$ cat src/rtl/ycbcr_pkg.sv
// rtl/ycbcr_pkg.sv - BT.601 YCbCr->RGB coefficients, offsets and fixed-point widths
package ycbcr_pkg;

    localparam int DEF_DATA_WIDTH = 8;

    // Full-range coefficients, scaled by 2^8
    localparam int FULL_K_Y    = 256;
    localparam int FULL_K_RCR  = 359;
    localparam int FULL_K_GCB  = 88;
    localparam int FULL_K_GCR  = 183;
    localparam int FULL_K_BCB  = 454;
    localparam int FULL_Y_OFF  = 0;

    // Studio-range coefficients, scaled by 2^8
    localparam int STUDIO_K_Y   = 298;
    localparam int STUDIO_K_RCR = 409;
    localparam int STUDIO_K_GCB = 100;
    localparam int STUDIO_K_GCR = 208;
    localparam int STUDIO_K_BCB = 516;
    localparam int STUDIO_Y_OFF = 16;

    typedef logic signed [DEF_DATA_WIDTH+11:0] prod_t;
    typedef logic signed [DEF_DATA_WIDTH+12:0] sum_t;

    function automatic int chroma_offset(input int dw);
        return 1 << (dw - 1);
    endfunction

endpackage

$ cat src/rtl/ycbcr_to_rgb_clamp_shift.sv
// rtl/ycbcr_to_rgb_clamp_shift.sv - floor shift by COEF_FRAC and saturate to unsigned DATA_WIDTH
module clamp_shift #(
    parameter int DATA_WIDTH = 8,
    parameter int COEF_FRAC  = 8
) (
    input  logic signed [DATA_WIDTH+12:0] in_sum,
    output logic        [DATA_WIDTH-1:0]  out_data
);

    localparam int SW = DATA_WIDTH + 13;

    logic signed [SW-1:0] shifted;

    always_comb begin
        shifted  = in_sum >>> COEF_FRAC;
        out_data = shifted[DATA_WIDTH-1:0];
        if (shifted[SW-1]) begin
            out_data = '0;
        end else if (|shifted[SW-2:DATA_WIDTH]) begin
            out_data = '1;
        end
    end

endmodule

$ cat src/rtl/ycbcr_to_rgb.sv
// rtl/ycbcr_to_rgb.sv - 4-stage BT.601 YCbCr->RGB converter; YCBCR_TO_RGB_STUDIO_RANGE_EN selects studio range
module ycbcr_to_rgb
    import ycbcr_pkg::*;
#(
    parameter int DATA_WIDTH = 8,
    parameter int COEF_FRAC  = 8
) (
    input  logic                  clk,
    input  logic                  rst,
    input  logic [DATA_WIDTH-1:0] in_y_data,
    input  logic [DATA_WIDTH-1:0] in_cb_data,
    input  logic [DATA_WIDTH-1:0] in_cr_data,
    input  logic                  in_valid,
    output logic                  in_ready,
    output logic [DATA_WIDTH-1:0] out_r_data,
    output logic [DATA_WIDTH-1:0] out_g_data,
    output logic [DATA_WIDTH-1:0] out_b_data,
    output logic                  out_valid,
    input  logic                  out_ready
);

    localparam int CW = DATA_WIDTH + 1;
    localparam int PW = DATA_WIDTH + 12;
    localparam int SW = DATA_WIDTH + 13;

`ifdef YCBCR_TO_RGB_STUDIO_RANGE_EN
    localparam int K_Y   = STUDIO_K_Y;
    localparam int K_RCR = STUDIO_K_RCR;
    localparam int K_GCB = STUDIO_K_GCB;
    localparam int K_GCR = STUDIO_K_GCR;
    localparam int K_BCB = STUDIO_K_BCB;
    localparam int Y_OFF = STUDIO_Y_OFF;
`else
    localparam int K_Y   = FULL_K_Y;
    localparam int K_RCR = FULL_K_RCR;
    localparam int K_GCB = FULL_K_GCB;
    localparam int K_GCR = FULL_K_GCR;
    localparam int K_BCB = FULL_K_BCB;
    localparam int Y_OFF = FULL_Y_OFF;
`endif

    localparam logic signed [PW-1:0] KY_S   = PW'(K_Y);
    localparam logic signed [PW-1:0] KRCR_S = PW'(K_RCR);
    localparam logic signed [PW-1:0] KGCB_S = PW'(K_GCB);
    localparam logic signed [PW-1:0] KGCR_S = PW'(K_GCR);
    localparam logic signed [PW-1:0] KBCB_S = PW'(K_BCB);
    localparam logic signed [CW-1:0] YOFF_S = CW'(Y_OFF);
    localparam logic signed [CW-1:0] COFF_S = CW'(chroma_offset(DATA_WIDTH));

    logic en;

    logic                  v1_q, v1_d;
    logic signed [CW-1:0]  yd1_q, yd1_d, cb1_q, cb1_d, cr1_q, cr1_d;

    logic                  v2_q, v2_d;
    logic signed [PW-1:0]  py2_q, py2_d, prcr2_q, prcr2_d;
    logic signed [PW-1:0]  pgcb2_q, pgcb2_d, pgcr2_q, pgcr2_d, pbcb2_q, pbcb2_d;

    logic                  v3_q, v3_d;
    logic signed [SW-1:0]  r3_q, r3_d, g3_q, g3_d, b3_q, b3_d;

    logic                  out_valid_q, out_valid_d;
    logic [DATA_WIDTH-1:0] out_r_q, out_r_d, out_g_q, out_g_d, out_b_q, out_b_d;
    logic [DATA_WIDTH-1:0] r_cl, g_cl, b_cl;

    // Whole pipeline advances together; a stalled output freezes every stage
    always_comb begin
        en          = out_ready | ~out_valid_q;

        v1_d        = in_valid;
        yd1_d       = $signed({1'b0, in_y_data}) - YOFF_S;
        cb1_d       = $signed({1'b0, in_cb_data}) - COFF_S;
        cr1_d       = $signed({1'b0, in_cr_data}) - COFF_S;

        v2_d        = v1_q;
        py2_d       = PW'(yd1_q) * KY_S;
        prcr2_d     = PW'(cr1_q) * KRCR_S;
        pgcb2_d     = PW'(cb1_q) * KGCB_S;
        pgcr2_d     = PW'(cr1_q) * KGCR_S;
        pbcb2_d     = PW'(cb1_q) * KBCB_S;

        v3_d        = v2_q;
        r3_d        = SW'(py2_q) + SW'(prcr2_q);
        g3_d        = SW'(py2_q) - SW'(pgcb2_q) - SW'(pgcr2_q);
        b3_d        = SW'(py2_q) + SW'(pbcb2_q);

        out_valid_d = v3_q;
        out_r_d     = r_cl;
        out_g_d     = g_cl;
        out_b_d     = b_cl;
    end

    clamp_shift #(.DATA_WIDTH(DATA_WIDTH), .COEF_FRAC(COEF_FRAC)) u_clamp_r (.in_sum(r3_q), .out_data(r_cl));
    clamp_shift #(.DATA_WIDTH(DATA_WIDTH), .COEF_FRAC(COEF_FRAC)) u_clamp_g (.in_sum(g3_q), .out_data(g_cl));
    clamp_shift #(.DATA_WIDTH(DATA_WIDTH), .COEF_FRAC(COEF_FRAC)) u_clamp_b (.in_sum(b3_q), .out_data(b_cl));

    always_ff @(posedge clk) begin
        if (rst) begin
            v1_q        <= 1'b0;
            yd1_q       <= '0;
            cb1_q       <= '0;
            cr1_q       <= '0;
            v2_q        <= 1'b0;
            py2_q       <= '0;
            prcr2_q     <= '0;
            pgcb2_q     <= '0;
            pgcr2_q     <= '0;
            pbcb2_q     <= '0;
            v3_q        <= 1'b0;
            r3_q        <= '0;
            g3_q        <= '0;
            b3_q        <= '0;
            out_valid_q <= 1'b0;
            out_r_q     <= '0;
            out_g_q     <= '0;
            out_b_q     <= '0;
        end else if (en) begin
            v1_q        <= v1_d;
            yd1_q       <= yd1_d;
            cb1_q       <= cb1_d;
            cr1_q       <= cr1_d;
            v2_q        <= v2_d;
            py2_q       <= py2_d;
            prcr2_q     <= prcr2_d;
            pgcb2_q     <= pgcb2_d;
            pgcr2_q     <= pgcr2_d;
            pbcb2_q     <= pbcb2_d;
            v3_q        <= v3_d;
            r3_q        <= r3_d;
            g3_q        <= g3_d;
            b3_q        <= b3_d;
            out_valid_q <= out_valid_d;
            out_r_q     <= out_r_d;
            out_g_q     <= out_g_d;
            out_b_q     <= out_b_d;
        end
    end

    assign in_ready   = en;
    assign out_valid  = out_valid_q;
    assign out_r_data = out_r_q;
    assign out_g_data = out_g_q;
    assign out_b_data = out_b_q;

endmodule

$ cat config.mk
export PLATFORM = sky130hd
export DESIGN_NAME = ycbcr_to_rgb
export DESIGN_NICKNAME = d
export VERILOG_FILES = /design/src/rtl/ycbcr_pkg.sv /design/src/rtl/ycbcr_to_rgb_clamp_shift.sv /design/src/rtl/ycbcr_to_rgb.sv
export SDC_FILE = /design/constraint.sdc
export NUM_CORES = 1
export LEC_CHECK = 0
export ABC_CLOCK_PERIOD_IN_PS = 5550
export CAP_MARGIN = 0
export CORE_ASPECT_RATIO = 0.5
export CORE_UTILIZATION = 45
export CTS_CLUSTER_SIZE = 20
export DETAILED_ROUTE_END_ITERATION = 16
export GPL_ROUTABILITY_DRIVEN = 0
export HOLD_SLACK_MARGIN = 0.02
export PLACE_DENSITY = 0.71
export SYNTH_ARGS = -nofsm -noshare
export SYNTH_HDL_FRONTEND = slang
export SYNTH_SLANG_ARGS = --single-unit
$ cat constraint.sdc
create_clock -name clk -period 5.55 [get_ports clk]
set_clock_uncertainty 0.2 [all_clocks]
set_input_delay 0.555 -clock clk [delete_from_list [all_inputs] [get_ports clk]]
set_output_delay 0.555 -clock clk [all_outputs]
set_load 0.01 [all_outputs]
Word-level counts from Yosys, hierarchy flattened
Index checks and enable logic that the tools add are counted.

storage, ports and cells
  bits in registers = 194
  input bits = 28
  word-level logic and storage cells = 39
  output and inout bits = 26

cells by class
  bitwise gates (word level) = 2
  add/sub/neg operators = 6
  reductions and logical operators = 3
  muxes and demuxes = 6
  multiply operators = 4

operators with widths
  operator                                             count
  2-to-1 mux 8 bit                                     6
  adder 17 x 19 -> 20 bit                              2
  multiplier 9 x 9 -> 18 bit (second input constant)   2
  multiplier 9 x 10 -> 19 bit (second input constant)  1
  subtractor 18 x 18 -> 19 bit                         1
  subtractor 17 x 17 -> 18 bit                         1
  subtractor 8 x 8 -> 9 bit (second input constant)    2
  OR reduction 5 bit                                   3
  multiplier 9 x 5 -> 14 bit (second input constant)   1
  inverter 1 bit                                       1
  bitwise OR 1 bit                                     1

Logic depth before layout (Yosys ltp)
  depth in word-level cells = 3
  depth in mapped cells = 19
  depth with buffers taken out = 18

By module
Synthesis repeated with hierarchy kept, for this count alone.

second synthesis, totals
  cells, all modules = 1652
  area, all modules = 13526.7 um^2

by module, submodules not included
  module        instances  area an instance (um^2)  cells each  seq. area each (um^2)
  ycbcr_to_rgb  1          13241.4                  1598        3623.5
  clamp_shift   3          95.1                     18          0.0

Worst setup path before layout
No wires, ideal clock.

  path type = register to register
  start point = register cr1_q[7]
  end point = register prcr2_q[15]
  buffers on the path = 1
  period minus slack after synthesis = 5.425 ns
  setup time = 0.117 ns
  slack = 0.125 ns
  data required time = 5.233 ns
  cell stages (with the launch flop) = 16
  arrival time = 5.108 ns
  path through = dfxtp_1 > clkbuf_1 > clkinv_1 > ha_1 > ha_1 > fa_1 > fa_1 > fa_1 > ha_1 > nand4b_1 > o211a_1 > a21oi_1 > a211o_1 > a21o_1 > a211o_1 > a32o_1

on the way
  cells in the longest elaborated chain, start to end = 1

RTL lines
  element                      RTL line             text
  start: declaration           ycbcr_to_rgb.sv:53   logic signed [CW-1:0] yd1_q, yd1_d, cb1_q, cb1_d, cr1_q, cr1_d;
  start signal: assignment     ycbcr_to_rgb.sv:121  cr1_q <= cr1_d;
  multiplier 9 x 10 -> 19 bit  ycbcr_to_rgb.sv:77   prcr2_d = PW'(cr1_q) * KRCR_S;
  end signal: assignment       ycbcr_to_rgb.sv:124  prcr2_q <= prcr2_d;
  end: declaration             ycbcr_to_rgb.sv:56   logic signed [PW-1:0] py2_q, py2_d, prcr2_q, prcr2_d;

Every way passes these cells.
A chain may end at the register's enable or synchronous reset.

Worst setup path after layout
  start point = register cr1_q[6]
  end point = register pgcr2_q[14]

on the way
  cells in the longest elaborated chain, start to end = 1

RTL lines
  element                     RTL line             text
  multiplier 9 x 9 -> 18 bit  ycbcr_to_rgb.sv:79   pgcr2_d = PW'(cr1_q) * KGCR_S;
  end signal: assignment      ycbcr_to_rgb.sv:126  pgcr2_q <= pgcr2_d;
  end: declaration            ycbcr_to_rgb.sv:57   logic signed [PW-1:0] pgcb2_q, pgcb2_d, pgcr2_q, pgcr2_d, pbcb2_q, pbcb2_d;

Every way passes these cells.

==> impl_metrics.csv <==
group,metric,value,unit
run_status,status,"complete, no violations",
power_and_ir_drop,power,4950,µW
synth,yosysTopAreaCellShare,0.256,
detailed_routing,finalWirelength,27600,µm
synth,synth_area_per_cell,8.31,µm²
clock_tree,htreeDepth,4,
placement,place_ws,426,ps
power_and_ir_drop,power.leakage,0.00615,µW
synth,async_flop_share,0,
floorplanning,die-area,26600,µm²
detailed_routing,drt_iter0_markers,753,
sta,fin_crit_sh,0.928,
detailed_routing,drc,0,
cells_and_area,syn2layout_area_growth,12.4,%
critical_path,critPathLaunchType,"flop",
floorplanning,ioPinCount,54,
global_routing,antenna_found_initial,0,
detailed_routing,drtPass1Iterations,5,
power_and_ir_drop,p_per_area,378,nW/µm²
sta,grt_setup_unrepaired,"false",
floorplanning,die_h,116,µm
global_routing,grt_pass1_wl,46100,µm
clock_tree,cts_num_sinks,149,
synth,synthTopCellsByArea,"dfxtp_1 26%, ha_1 19%, fa_1 12%, a21oi_1 6.4%, nand2_1 6.1%",
synth,postSynthCellCount,1402,
sta,finalCriticalPeriod,5150,ps
placement,dp_hpwl,20900,µm
critical_path,slowest_delay,610,ps
synth,yosysTopAreaCell,"dfxtp_1",
sta,fin_hold_ws,248,ps
power_and_ir_drop,p_switching,1960,µW
cells_and_area,final_nets,1707,
worst_hold_path,hold_class,"flop to flop",
power_and_ir_drop,p_sw_frac,0.396,
cells_and_area,layout-drive-gt1-share,0.0381,
synth,syn_area,11600,µm²
sta,fin_tns_setup,0,ps
cells_and_area,final_cell_mix,"188 x nand2_1, 182 x inv_1, 179 x ha_1",
clock_tree,ctsRootBufferMaster,"clkbuf_16",
sta,maxSlewHeadroom,0.240,
power_and_ir_drop,ir_drop,203,µV
global_routing,met1_usage,0.290,
power_and_ir_drop,pwr-share-comb,0.469,
global_routing,grt_pass1_vias,9433,
synth,seq_area_frac_synth,0.256,
synth,synth_flop_cell,"dfxtp_1",
global_routing,grtUsageTotal,0.218,
clock_tree,numCtsBuffers,17,
synth,synth_top_family_by_area,"adder cells",
sta,hold_violations,0,
sta,drv_slew,0,
floorplanning,rows,41,
floorplanning,core_area,25300,µm²
clock_tree,cts_tree,"built",
synth,ys_types,56,
clock_tree,clock_path_buffers,2,
critical_path,regToRegStartpoint,"cr1_q[6]$_SDFFE_PP0P_",
critical_path,worstPathMaxFanout,10,
global_routing,grt_overflow,0,
synth,synth-xor-area-share,0.0496,
global_routing,grt_max_degree,103,
critical_path,critical_path_arrival,5270,ps
detailed_routing,vias,9503,
synth,synth_warnings,0,
placement,numPortBuffers,53,
synth,synthSimpleGateAreaFrac,0.141,
power_and_ir_drop,p_clk_frac,0.239,
sta,clock.fmax,0.194,GHz
synth,synth_compound_area_frac,0.159,
sta,setup_viol,0,
power_and_ir_drop,p_seq_frac,0.292,
cells_and_area,layout_commonest_cell,"nand2_1",
global_routing,grt_util_met2,0.361,
global_routing,top_usage_layer,"met2",
floorplanning,initial_utilization,0.461,
cells_and_area,n_antenna_cell,0,
worst_hold_path,hold_start,"g3_q[16]$_SDFFE_PP0P_",
sta,worst_pin_slew,1140,ps
critical_path,crit_chain,"inv_1 > ha_1 > xnor2_1 > fa_1 > fa_1 > fa_1 > inv_1 > ha_1 > o21a_1 > a2111o_1 > a41oi_1 > nor3_1 > a2111oi_2",
synth,synth_edf_count,0,
critical_path,crit_required,5680,ps
synth,synthAdderAreaFrac,0.313,
clock_tree,insertion_delay,440,ps
clock_tree,postCtsHoldBufs,0,
clock_tree,cts_resized,0,
sta,layout_setup_ws,402,ps
detailed_routing,viasPerCell,5.32,
critical_path,crit_type,"flop to flop",
synth,syn_nets,1679,
floorplanning,die_x,230,µm
clock_tree,clk_pin_slew_worst_paths,70,ps
global_routing,gr-usage-met3,0.0379,
detailed_routing,routedWlPerCell,15.5,µm
critical_path,critPathLaunch,"cr1_q[6]$_SDFFE_PP0P_",
critical_path,cpMaxStageDelayCell,"dfxtp_1",
synth,ys_ff_latch,149,
critical_path,cp_common_cell,"fa_1",
power_and_ir_drop,p_int,2990,µW
critical_path,endpoint_kind,"flop",
clock_tree,cts_setup_buffers,0,
job,drv_cap,0,
detailed_routing,ant_nets,0,
synth,muxShareOfSynthArea,0.00516,
## logic make-up (layout without fill, tap and decap cells)
family | count (synthesis) | after routing
AO/OA/AOI/OAI | 310 | 310
XOR/XNOR | 66 | 66
adder cells (fa/ha/maj) | 249 | 249
buffers and inverters | 240 | 280
flip-flops | 149 | 149
multiplexers | 6 | 6
AND/OR/NAND/NOR | 382 | 382
## worst paths after layout
check,to,depth (start not counted),slack [ps]
max,pgcr2_q[14]$_SDFFE_PP0P_,13,400
min,g3_q[16]$_SDFFE_PP0P_,2,250
max reg2reg,pgcr2_q[14]$_SDFFE_PP0P_,13,400
min reg2reg,g3_q[16]$_SDFFE_PP0P_,2,250
## critical path, delay by kind of cell, from the launching register on
kind / cells / cell delay [ps]
adder cells (fa/ha/maj): 5 / 2290
XOR/XNOR: 1 / 240
AND/OR/NAND/NOR: 1 / 120
flip-flops: 1 / 610
buffers and inverters: 2 / 200
AO/OA/AOI/OAI: 4 / 1380
## synth_stat cells (6+ instances only)
library cell	n
a211o_1	8
a211oi_1	18
a21o_1	16
a21oi_1	149
a41oi_1	6
and3_1	12
buf_1	8
clkbuf_1	46
dfxtp_1	149
fa_1	70
ha_1	179
inv_1	182
mux2i_1	6
nand2_1	188
nand3_1	12
nor2_1	92
nor2b_1	10
nor3_1	43
o21a_1	12
o21ai_0	66
o21bai_1	6
xnor2_1	38
xor2_1	28
## sequential cells by signal, summed over array words and instances (netlist names), 11 cells and up
signal,count
prcr2_q,13
g3_q,11
pbcb2_q,14
r3_q,12
pgcr2_q,16
pgcb2_q,11
b3_q,12
## metal layers
metal,vias to the layer above,wire (µm)
li1,4724,-
met1,4519,13000
met2,227,12500
met3,33,1650
met4,0,503
met5,-,0
## stage by stage
step | utilization | cell area, µm² | cells
global route | 0.518 | 13100 | 1786
finish | 0.518 | 13100 | 1786
CTS | 0.518 | 13100 | 1786
detailed placement | 0.494 | 12500 | 1755
floorplan | - | 11600 | 1402
global placement | 0.494 | 12500 | 1755
## power by group through the flow
stage	Clock, µW	Sequential (µW)	Combinational, µW
floorplan	0	1430	1680
global placement	0	1450	2180
detailed placement	0	1460	2270
CTS	1200	1440	2300
global route	1250	1470	2630
finish	1180	1440	2320
## layout make-up
class                      count  area [µm²]
clock buffer                  19         453
clock inverter                12         144
fill                        2346       12200
inverter                     185         694
multi-input combinational   1013        7770
sequential                   149        2980
tap                          344         430
timing repair buffer          64         611
Note: power is estimated with default switching activity, not from simulation.
